File: src/rtl/nasti_pkg.sv
// Shared NASTI definitions: port index type and the address decode used by
// both the read-ordering controller's decoder and the demux, so the two
// always agree on which port an address maps to.
package nasti_pkg;

   localparam int NASTI_MAX_PORTS = 8;
   localparam int NASTI_ADDR_W    = 32;

   typedef logic [$clog2(NASTI_MAX_PORTS)-1:0] nasti_port_t;
   typedef logic [NASTI_ADDR_W-1:0]            nasti_addr_t;

   // An address belongs to a port when every bit selected by mask equals base.
   function automatic logic port_match(input nasti_addr_t addr,
                                       input nasti_addr_t base,
                                       input nasti_addr_t mask);
      return ((addr ^ base) & mask) == '0;
   endfunction

   // Full decode: lowest-numbered matching port wins, port 0 when none match.
   function automatic nasti_port_t port_decode(
         input nasti_addr_t                                    addr,
         input logic [NASTI_MAX_PORTS-1:0][NASTI_ADDR_W-1:0]   bases,
         input logic [NASTI_MAX_PORTS-1:0][NASTI_ADDR_W-1:0]   masks);
      nasti_port_t p;
      p = '0;
      for (int i = NASTI_MAX_PORTS - 1; i >= 0; i--) begin
         if (port_match(addr, bases[i], masks[i])) begin
            p = nasti_port_t'(i);
         end
      end
      return p;
   endfunction

endpackage

File: src/rtl/nasti_rd_order_ctrl_if.sv
// AR handshake (upstream and demux side) plus the monitored R channel of the
// read-ordering controller. The slave modport is the controller's view.
interface nasti_rd_order_ctrl_if
   import nasti_pkg::*;
#(
   parameter int ID_WIDTH = 1
);
   logic                ar_valid;
   logic [ID_WIDTH-1:0] ar_id;
   nasti_port_t         ar_port;
   logic                ar_ready;
   logic                ar_valid_dn;
   logic                ar_ready_dn;
   logic                r_valid;
   logic                r_ready;
   logic                r_last;
   logic [ID_WIDTH-1:0] r_id;

   modport master (
      output ar_valid, ar_id, ar_port, ar_ready_dn,
      output r_valid, r_ready, r_last, r_id,
      input  ar_ready, ar_valid_dn
   );

   modport slave (
      input  ar_valid, ar_id, ar_port, ar_ready_dn,
      input  r_valid, r_ready, r_last, r_id,
      output ar_ready, ar_valid_dn
   );
endinterface

File: src/rtl/nasti_id_tracker.sv
// Outstanding-read counter and last-used target port for a single AXI ID.
module nasti_id_tracker
   import nasti_pkg::*;
#(
   parameter int MAX_OUTSTANDING = 4,
   parameter int CNT_WIDTH       = $clog2(MAX_OUTSTANDING + 1)
) (
   input  logic                 clk,
   input  logic                 rst,
   input  logic                 inc,
   input  logic                 dec,
   input  logic                 port_wr,
   input  nasti_port_t          port_in,
   output logic [CNT_WIDTH-1:0] cnt,
   output logic [CNT_WIDTH-1:0] cnt_nxt,
   output nasti_port_t          port
);

   localparam logic [CNT_WIDTH-1:0] CNT_MAX = CNT_WIDTH'(MAX_OUTSTANDING);

   // Next count: inc and dec together cancel; the ceiling hold is a backstop
   // behind the issue gate, which already refuses a full ID.
   always_comb begin
      cnt_nxt = cnt;
      unique case ({inc, dec})
         2'b10:   cnt_nxt = (cnt == CNT_MAX) ? cnt : cnt + CNT_WIDTH'(1);
         2'b01:   cnt_nxt = cnt - CNT_WIDTH'(1);
         default: cnt_nxt = cnt;
      endcase
   end

   // Count and port registers; port follows every accepted AR for this ID.
   always_ff @(posedge clk) begin
      if (rst) begin
         cnt  <= '0;
         port <= '0;
      end else begin
         cnt <= cnt_nxt;
         if (port_wr) begin
            port <= port_in;
         end
      end
   end

endmodule

File: src/rtl/nasti_rd_order_ctrl.sv
// Read-ordering controller: holds back any AR that would send an ID to a
// different demux port while earlier reads of that ID are still in flight,
// so R beats of one ID can never be reordered by the demux arbiter.
module nasti_rd_order_ctrl
   import nasti_pkg::*;
#(
   parameter int ID_WIDTH        = 1,
   parameter int MAX_OUTSTANDING = 4,
   parameter int CNT_WIDTH       = $clog2(MAX_OUTSTANDING + 1)
) (
   input  logic                  clk,
   input  logic                  rst,
   nasti_rd_order_ctrl_if.slave  bus,
   output logic                  busy,
   output logic [15:0]           stall_cnt,
   output logic                  err
);

   localparam int                   DEPTH   = 2 ** ID_WIDTH;
   localparam logic [CNT_WIDTH-1:0] CNT_MAX = CNT_WIDTH'(MAX_OUTSTANDING);

   logic [DEPTH-1:0][CNT_WIDTH-1:0] cnt;
   logic [DEPTH-1:0][CNT_WIDTH-1:0] cnt_nxt;
   nasti_port_t [DEPTH-1:0]         port;
   logic [DEPTH-1:0]                inc_vec;
   logic [DEPTH-1:0]                dec_vec;
   logic [DEPTH-1:0]                spur_vec;
   logic [DEPTH-1:0]                busy_vec;

   logic [CNT_WIDTH-1:0] sel_cnt;
   nasti_port_t          sel_port;
   logic                 allow;
   logic                 accept;
   logic                 retire;

   // Issue gate: an idle ID may go anywhere, a busy ID only to its current
   // port and only while it has headroom. Purely combinational, no latency.
   always_comb begin
      sel_cnt  = cnt[bus.ar_id];
      sel_port = port[bus.ar_id];
      allow    = (sel_cnt == '0) ||
                 ((sel_port == bus.ar_port) && (sel_cnt < CNT_MAX));
   end

   assign bus.ar_valid_dn = bus.ar_valid & allow;
   assign bus.ar_ready    = bus.ar_ready_dn & allow;

   assign accept = bus.ar_valid & bus.ar_ready_dn & allow;
   assign retire = bus.r_valid & bus.r_ready & bus.r_last;

   for (genvar i = 0; i < DEPTH; i++) begin : g_id
      logic ret_hit;

      assign inc_vec[i]  = accept && (bus.ar_id == ID_WIDTH'(i));
      assign ret_hit     = retire && (bus.r_id == ID_WIDTH'(i));
      assign dec_vec[i]  = ret_hit && (cnt[i] != '0);
      assign spur_vec[i] = ret_hit && (cnt[i] == '0);
      assign busy_vec[i] = (cnt_nxt[i] != '0);

      nasti_id_tracker #(
         .MAX_OUTSTANDING (MAX_OUTSTANDING),
         .CNT_WIDTH       (CNT_WIDTH)
      ) u_trk (
         .clk     (clk),
         .rst     (rst),
         .inc     (inc_vec[i]),
         .dec     (dec_vec[i]),
         .port_wr (inc_vec[i]),
         .port_in (bus.ar_port),
         .cnt     (cnt[i]),
         .cnt_nxt (cnt_nxt[i]),
         .port    (port[i])
      );
   end

   // busy reflects the counts as they will be after this edge.
   always_ff @(posedge clk) begin
      if (rst) begin
         busy <= 1'b0;
      end else begin
         busy <= |busy_vec;
      end
   end

   // Saturating count of cycles where a request sits behind a closed gate.
   always_ff @(posedge clk) begin
      if (rst) begin
         stall_cnt <= '0;
      end else if (bus.ar_valid && !allow && (stall_cnt != 16'hFFFF)) begin
         stall_cnt <= stall_cnt + 16'd1;
      end
   end

   // Sticky flag for an R last arriving on an ID with nothing outstanding.
   always_ff @(posedge clk) begin
      if (rst) begin
         err <= 1'b0;
      end else if (|spur_vec) begin
         err <= 1'b1;
      end
   end

endmodule

File: src/flat_wrapper.sv
// flat-port wrapper written by rule: the top's interface ports become plain ports
module nasti_rd_order_ctrl_flat import nasti_pkg::*;
#(
   parameter int ID_WIDTH        = 1,
   parameter int MAX_OUTSTANDING = 4,
   parameter int CNT_WIDTH       = $clog2(MAX_OUTSTANDING + 1)
)
  (clk, rst, busy, stall_cnt, err, bus_ar_valid, bus_ar_id, bus_ar_port, bus_ar_ready_dn, bus_r_valid, bus_r_ready, bus_r_last, bus_r_id, bus_ar_ready, bus_ar_valid_dn);
  nasti_rd_order_ctrl_if #(.ID_WIDTH(ID_WIDTH)) bus_i ();
  input  logic clk;
  input  logic rst;
  output logic busy;
  output logic [15:0] stall_cnt;
  output logic err;
  input wire logic [$bits(bus_i.ar_valid)-1:0] bus_ar_valid;
  input wire logic [$bits(bus_i.ar_id)-1:0] bus_ar_id;
  input wire logic [$bits(bus_i.ar_port)-1:0] bus_ar_port;
  input wire logic [$bits(bus_i.ar_ready_dn)-1:0] bus_ar_ready_dn;
  input wire logic [$bits(bus_i.r_valid)-1:0] bus_r_valid;
  input wire logic [$bits(bus_i.r_ready)-1:0] bus_r_ready;
  input wire logic [$bits(bus_i.r_last)-1:0] bus_r_last;
  input wire logic [$bits(bus_i.r_id)-1:0] bus_r_id;
  output wire logic [$bits(bus_i.ar_ready)-1:0] bus_ar_ready;
  output wire logic [$bits(bus_i.ar_valid_dn)-1:0] bus_ar_valid_dn;
  assign bus_i.ar_valid = bus_ar_valid;
  assign bus_i.ar_id = bus_ar_id;
  assign bus_i.ar_port = bus_ar_port;
  assign bus_i.ar_ready_dn = bus_ar_ready_dn;
  assign bus_i.r_valid = bus_r_valid;
  assign bus_i.r_ready = bus_r_ready;
  assign bus_i.r_last = bus_r_last;
  assign bus_i.r_id = bus_r_id;
  assign bus_ar_ready = bus_i.ar_ready;
  assign bus_ar_valid_dn = bus_i.ar_valid_dn;
  nasti_rd_order_ctrl #(.ID_WIDTH(ID_WIDTH), .MAX_OUTSTANDING(MAX_OUTSTANDING), .CNT_WIDTH(CNT_WIDTH)) u_core (.clk(clk), .rst(rst), .bus(bus_i), .busy(busy), .stall_cnt(stall_cnt), .err(err));
endmodule
File: config.mk
export PLATFORM = sky130hd
export DESIGN_NAME = nasti_rd_order_ctrl_flat
export DESIGN_NICKNAME = d
export VERILOG_FILES = /design/src/rtl/nasti_pkg.sv /design/src/rtl/nasti_rd_order_ctrl_if.sv /design/src/rtl/nasti_id_tracker.sv /design/src/rtl/nasti_rd_order_ctrl.sv /design/src/flat_wrapper.sv
export SDC_FILE = /design/constraint.sdc
export NUM_CORES = 1
export LEC_CHECK = 0
export ABC_AREA = 1
export CAP_MARGIN = 20
export CORE_ASPECT_RATIO = 0.7
export CORE_MARGIN = 1.5
export CORE_UTILIZATION = 40
export DETAILED_ROUTE_END_ITERATION = 10
export GPL_ROUTABILITY_DRIVEN = 0
export GPL_TIMING_DRIVEN = 0
export REMOVE_ABC_BUFFERS = 1
export SYNTH_ARGS = -nofsm -noshare
export SYNTH_HDL_FRONTEND = slang
export SYNTH_SLANG_ARGS = --single-unit
File: constraint.sdc
create_clock -name clk -period 3.25 [get_ports clk]
set_input_delay 0.65 -clock clk [delete_from_list [all_inputs] [get_ports clk]]
set_output_delay 0.65 -clock clk [all_outputs]
set_load 0.01 [all_outputs]
======== After elaboration in Yosys (flattened, before gate mapping) ========
Index checks and enable logic that the tools add are counted.
storage, ports and cells
  bits in registers ....................... 30
  input port bits ......................... 12
  output and inout bits ................... 20
  logic and storage cells ................. 60
cells by class
  equal/unequal tests ..................... 8
  reductions and logical operators ........ 22
  multiplexer cells ....................... 8
  add/sub/neg operators ................... 5
  magnitude comparators ................... 2
  bitwise operators ....................... 8
operator list
  cell                     number
  $mux W3                  6
  $add A16 B1 Y16 const B  1
  $ne A16 B16 Y1 const B   1
  $pmux W3 S2              2
  $reduce_bool A3 Y1       4
  $logic_and A1 B1 Y1      11
  $logic_not A3 Y1         3
  $add A3 B1 Y3 const B    2
  $and A1 B1 Y1            6
  $eq A3 B3 Y1 const B     2
  $sub A3 B1 Y3 const B    2
  $eq A2 B1 Y1 const B     2
  $eq A2 B2 Y1 const B     2
  $reduce_or A2 Y1         2
  $eq A3 B3 Y1             1
  $lt A3 B3 Y1 const B     1
  $lt A1 B2 Y1 const B     1
  $not A1 Y1               2
  $logic_not A1 Y1         1
  $logic_or A1 B1 Y1       1

======== Depth between registers and ports, before layout ========
  depth in word-level cells ............... 11
  depth in mapped cells ................... 20
  mapped depth without buffers ............ 20

======== Cells and area by module ========
A second synthesis with hierarchy kept.
unflattened totals
  cell total of the unflattened synthesis .. 318
  area, all modules ....................... 2058.2 um^2
modules (own cells, without submodules)
  module               instances  area each (um^2)  seq. area each (um^2)  cells each
  nasti_rd_order_ctrl  1          1320.0            360.3                  208
  nasti_id_tracker     2          369.1             120.1                  55

======== Least setup slack after synthesis ========
No wires, ideal clock.
  path type ............................... input-to-reg
  start ................................... input bus_ar_id
  end ..................................... register u_core.busy
  stages on the path ...................... 15
  arrival time ............................ 2.282 ns
  path slack .............................. 0.842 ns
  library setup time ...................... 0.126 ns
  path through ............................ inv_2 > nand2_2 > nand2_1 > nand2_1 > nand2_1 > nand4_4 > nand2_4 > nand3_4 > ha_1 > inv_1 > o211ai_1 > a22oi_1 > nand3_1 > nor2_1 > nor2_1
between the ends
  longest elaborated chain between the ends .. 11
  elaborated cells between the ends (all ways) .. 22
  classes of those cells .................. order compare (1); eq/ne (5); mux (6); bitwise (2); reduce/logical (8)
ends and longest elaborated chain
  item                                          RTL line                                              text
  from (decl)                                   flat_wrapper.sv:16                                    input wire logic [$bits(bus_i.ar_id)-1:0] bus_ar_id;
  $mux W3 (on tied branches) (2 in series)      nasti_rd_order_ctrl.sv:39, nasti_rd_order_ctrl.sv:40
  $lt A3 B3 Y1 or $eq A3 B3 Y1 (tied branches)  nasti_rd_order_ctrl.sv:42                             ((sel_port == bus.ar_port) && (sel_cnt < CNT_MAX));
  $logic_and A1 B1 Y1                           nasti_rd_order_ctrl.sv:42
  $logic_or A1 B1 Y1                            nasti_rd_order_ctrl.sv:41                             allow = (sel_cnt == '0) ||
  $and A1 B1 Y1                                 nasti_rd_order_ctrl.sv:48                             assign accept = bus.ar_valid & bus.ar_ready_dn & allow;
  $logic_and A1 B1 Y1                           nasti_rd_order_ctrl.sv:54                             assign inc_vec[i] = accept && (bus.ar_id == ID_WIDTH'(i));
  $eq A2 B1 Y1 or $eq A2 B2 Y1 (tied branches)  nasti_id_tracker.sv:25                                unique case ({inc, dec})
  $pmux W3 S2                                   nasti_id_tracker.sv:25
  $reduce_bool A3 Y1                            nasti_rd_order_ctrl.sv:58                             assign busy_vec[i] = (cnt_nxt[i] != '0);
  $reduce_or A2 Y1 (*)                          nasti_rd_order_ctrl.sv:81                             busy <= |busy_vec;
  to (signal assigned)                          nasti_rd_order_ctrl.sv:81
  to (decl)                                     nasti_rd_order_ctrl.sv:14                             output logic busy,
Mark *: on every way between the ends. The rest lies on a longest branch, timed or not. The select of a mux whose other input is x is not followed.
A chain may end at the register's enable or synchronous reset.

======== Worst setup path in the final report ========
  start ................................... input bus_ar_id
  end ..................................... output bus_ar_valid_dn
between the ends
  longest elaborated chain between the ends .. 6
  elaborated cells between the ends (all ways) .. 10
  classes of those cells .................. order compare (1); eq/ne (1); mux (4); bitwise (1); reduce/logical (3)
ends and longest elaborated chain
  item                                          RTL line                                              text
  $mux W3 (on tied branches) (2 in series)      nasti_rd_order_ctrl.sv:39, nasti_rd_order_ctrl.sv:40
  $lt A3 B3 Y1 or $eq A3 B3 Y1 (tied branches)  nasti_rd_order_ctrl.sv:42
  $logic_and A1 B1 Y1                           nasti_rd_order_ctrl.sv:42
  $logic_or A1 B1 Y1 (*)                        nasti_rd_order_ctrl.sv:41
  $and A1 B1 Y1 (*)                             nasti_rd_order_ctrl.sv:45                             assign bus.ar_valid_dn = bus.ar_valid & allow;
  to (decl)                                     flat_wrapper.sv:24                                    output wire logic [$bits(bus_i.ar_valid_dn)-1:0] bus_ar_valid_dn;
Marked as above.

==> results.toml <==
[floorplan]
core_region_area_mm2 = 0.005258
die_width_um = 91.63
placement_rows = 22
initial_utilization_pct = 41.84
fp.dieArea_mm2 = 0.005960
die_h_um = 65.04
io_pins = 32

[synth]
synth_warnings = 0
synth_seq_area_share_pct = 27.30
ys_ff_latch = 30
synth_flop_cell = "dfxtp_1"
synth-edff-count = 0
postSynthAreaPerCell_um2 = 6.231
synth_cell_types = 32
share_of_async_settable_or_async_resettable_flops_after_synthesis_pct = 0
syn_inst = 353
netlist_area_mm2 = 0.002200

[sta]
max_slew.worst_pin.slew_ns = 0.7809
drv_slew = 0
fmaxAchievable_ghz = 0.3262
timing.slew.headroom_pct = 47.88
finalWorstPathRequiredPeriod_ns = 3.065
timing.final.hold_violations = 0
setup-tns-final_ns = 0
final.period_utilization_pct = 94.31
hold_ws_ns = 0.4895
rsz_0062_raised_after_global_routing = "no"
finalClockSkew_ns = 0.004396
report.final.setup_viol = 0

[power]
sequentialPowerShare_pct = 45.0
cellInternalPower_mw = 0.6273
power.switching_mw = 0.2597
p_sw_share_pct = 29.28
vdd_ir_drop_max_mv = 0.1573
p_per_cell_area_mw_per_mm2 = 334.0
leakagePower_nw = 1.201
clk_network_pwr_share_pct = 35.7
p_comb_share_pct = 19.3

[clock_tree]
clockBufferDepth = 2
cts_tree = "done"
cts_hold_buf = 0
register_clock_pin_slew_on_the_reported_worst_setup_and_hold_paths_ns = 0.06
clock_sink_count = 30
cts_inserted_buffers = 5
postCtsSetupRepairBufs = 0
clkLatencyLatePin_ns = 0.28
clock_tree.root_cell = "clkbuf_8"
cts_max_level = 2
cts_resized = 3

[global_route]
first_global_vias = 1988
grt_overflow = 0
global_route_wire_length_before_repair_um = 9052
gr-usage-all-layers_pct = 18.91
antenna_found_initial = 0
grt_start_max_net_pins = 23

[detailed_routing]
drcViolationCount = 0
wl_per_cell_um = 11.09
drt_wirelength_um = 5077
antenna_left = 0
drt_first_pass_iters = 4
avgViaCountPerCell = 4.751
via_count = 2176
routed-wl-met3_um = 273
met2RoutedLength_um = 2057
dr.max_layer_used = "met4"
wl_met1_um = 2707
initialDrtViolationCount = 99

[placed_design]
dp_hpwl_um = 3822
placedCellCount = 450
portBuffers = 31

[final_layout]
share_of_the_core_filled_with_cells_pct = 50.52
finalNonFillerCells = 458
nets = 408
layout-drive-gt1-share_pct = 8.549
n_antenna_cell = 0
layout-area-overhead-vs-synth_pct = 20.76

[worst_setup_path]
regToRegStartpoint = "u_core.g_id[0].u_trk.cnt[0]"
rr_endpoint = "u_core.busy"
crit_path_frequent_cell = "nand2_1"
crit_path_max_fanout = 13
cp_cell_sequence = "clkdlybuf4s18_2 -> inv_4 -> nand2_2 -> nand2_1 -> nand2_1 -> nand2_1 -> nand3_1 -> nand2_1 -> nand2_2 -> nor2_1 -> clkdlybuf4s50_1"
timing.critical_path.max_delay_family = "buffers and inverters"
slowest_delay_ns = 0.54
arrival_ns = 2.42
crit_path_start_kind = "input pin"
timing.critical_path.required_ns = 2.60
cpMaxStageDelayCell = "clkdlybuf4s50_1"
r2r_cells = 13
r2r_slack_ns = 0.88
timing_worst_setup_path_type = "input pin to output port"
critical_path_buf_inv_count = 3
worst_setup_path_end_kind = "output port"

[min_path]
hold-path-endpoint = "u_core.err"
min_path_cells = 2
hold_path_startpoint = "u_core.err"
worstHoldPathType = "register to register"

[run_status]
status = "finished, final reports clean"

[job]
maxCapViolations = 0
[layer usage]
| metal | up-vias | global-route usage, % |
|---|---|---|
| met5 | - | 0 |
| met4 | 0 | 5.664 |
| met3 | 4 | 3.756 |
| met2 | 54 | 27.89 |
| met1 | 961 | 27.50 |
| li1 | 1157 | - |
[cell usage after synthesis (2+ instances only)]
| library cell | n | area [um^2] |
|---|---|---|
| nand2_1 | 79 | 296.5 |
| inv_1 | 69 | 259.0 |
| nor2_1 | 68 | 255.2 |
| dfxtp_1 | 30 | 600.6 |
| nand4_1 | 17 | 106.4 |
| nand3_1 | 14 | 70.07 |
| o21ai_0 | 13 | 65.06 |
| ha_1 | 11 | 137.6 |
| a21oi_1 | 5 | 25.02 |
| inv_2 | 5 | 18.77 |
| nand2_2 | 5 | 31.28 |
| nor2_2 | 5 | 31.28 |
| xor2_1 | 5 | 43.79 |
| nand3_4 | 3 | 52.55 |
| o211ai_1 | 3 | 22.52 |
| a22oi_1 | 2 | 15.01 |
| buf_2 | 2 | 10.01 |
| buf_6 | 2 | 22.52 |
| nand4_4 | 2 | 42.54 |
[power groups by stage]
stage | clock [mW] | sequential [mW] | combinational (mW)
after floorplan | 0 | 0.410 | 0.0978
after global placement | 0 | 0.408 | 0.169
after detailed placement | 0 | 0.408 | 0.171
after CTS | 0.324 | 0.399 | 0.172
after global routing | 0.340 | 0.402 | 0.195
final | 0.316 | 0.399 | 0.171
[sequential cells by signal, summed over array words and instances (netlist names)]
| register | cells |
|---|---|
| u_core.busy | 1 |
| u_core.err | 1 |
| u_core.g_id.u_trk.cnt | 6 |
| u_core.g_id.u_trk.port | 6 |
| u_core.stall_cnt | 16 |
[worst max-delay path by stage]
stage               from  slack [ns]         endpoint  depth (start not counted)
5_1_grt        bus_ar_id        0.01     bus_ar_ready                         11
3_5_place_dp   bus_ar_id       -0.46  bus_ar_valid_dn                         10
4_1_cts        bus_ar_id        0.03  bus_ar_valid_dn                         11
6_report       bus_ar_id        0.18  bus_ar_valid_dn                         11
3_3_place_gp   bus_ar_id       -0.43  bus_ar_valid_dn                         10
2_1_floorplan  bus_ar_id        0.86      u_core.busy                         15
[cells by family (layout without fill, tap and decap cells)]
family / after synthesis / after routing / synth area share (%)
AOI/OAI and AO/OA: 27 / 27 / 7.053
xor gates and xnor gates: 6 / 6 / 2.389
adders and majority gates: 11 / 11 / 6.257
buffers and inverters: 80 / 113 / 14.45
DFF: 30 / 30 / 27.30
and+or+nand+nor: 199 / 199 / 42.55
[worst min-delay path, cell delays in order, from the launching register on]
cell	delay, ns
dfxtp_1	0.33
o21ai_0	0.08
inv_1	0.05
[final cells by class]
cell class | count | area [um^2]
clock buffers | 7 | 86.33
clock inverters | 1 | 5.005
fillers | 525 | 2601
inverters | 74 | 280.3
multi-input cells | 243 | 1284
flip-flops and latches | 30 | 600.6
well taps | 72 | 90.09
repair buffers | 31 | 310.3
[placed cells by master (no fill, tap or decap), drive strengths merged, types with 2 or more instances in the layout]
master and n:
a21oi 5, a22oi 2, clkbuf 7, clkdlybuf4s50 30, dfxtp 30, ha 11, inv 74, nand2 85
nand3 18, nand4 19, nor2 74, o211ai 3, o21ai 15, xor2 5
[through the flow]
stage	setup WS (ns)	instance area (um^2)	total power, mW
global placement	-0.4346	2560	0.5762
finish	0.1848	2656	0.8871
floorplan	0.8563	2160	0.5076
detailed placement	-0.4641	2560	0.5788
CTS	0.03378	2653	0.8952
global route	0.01080	2656	0.9371
Note: power is estimated with default switching activity, not from simulation.
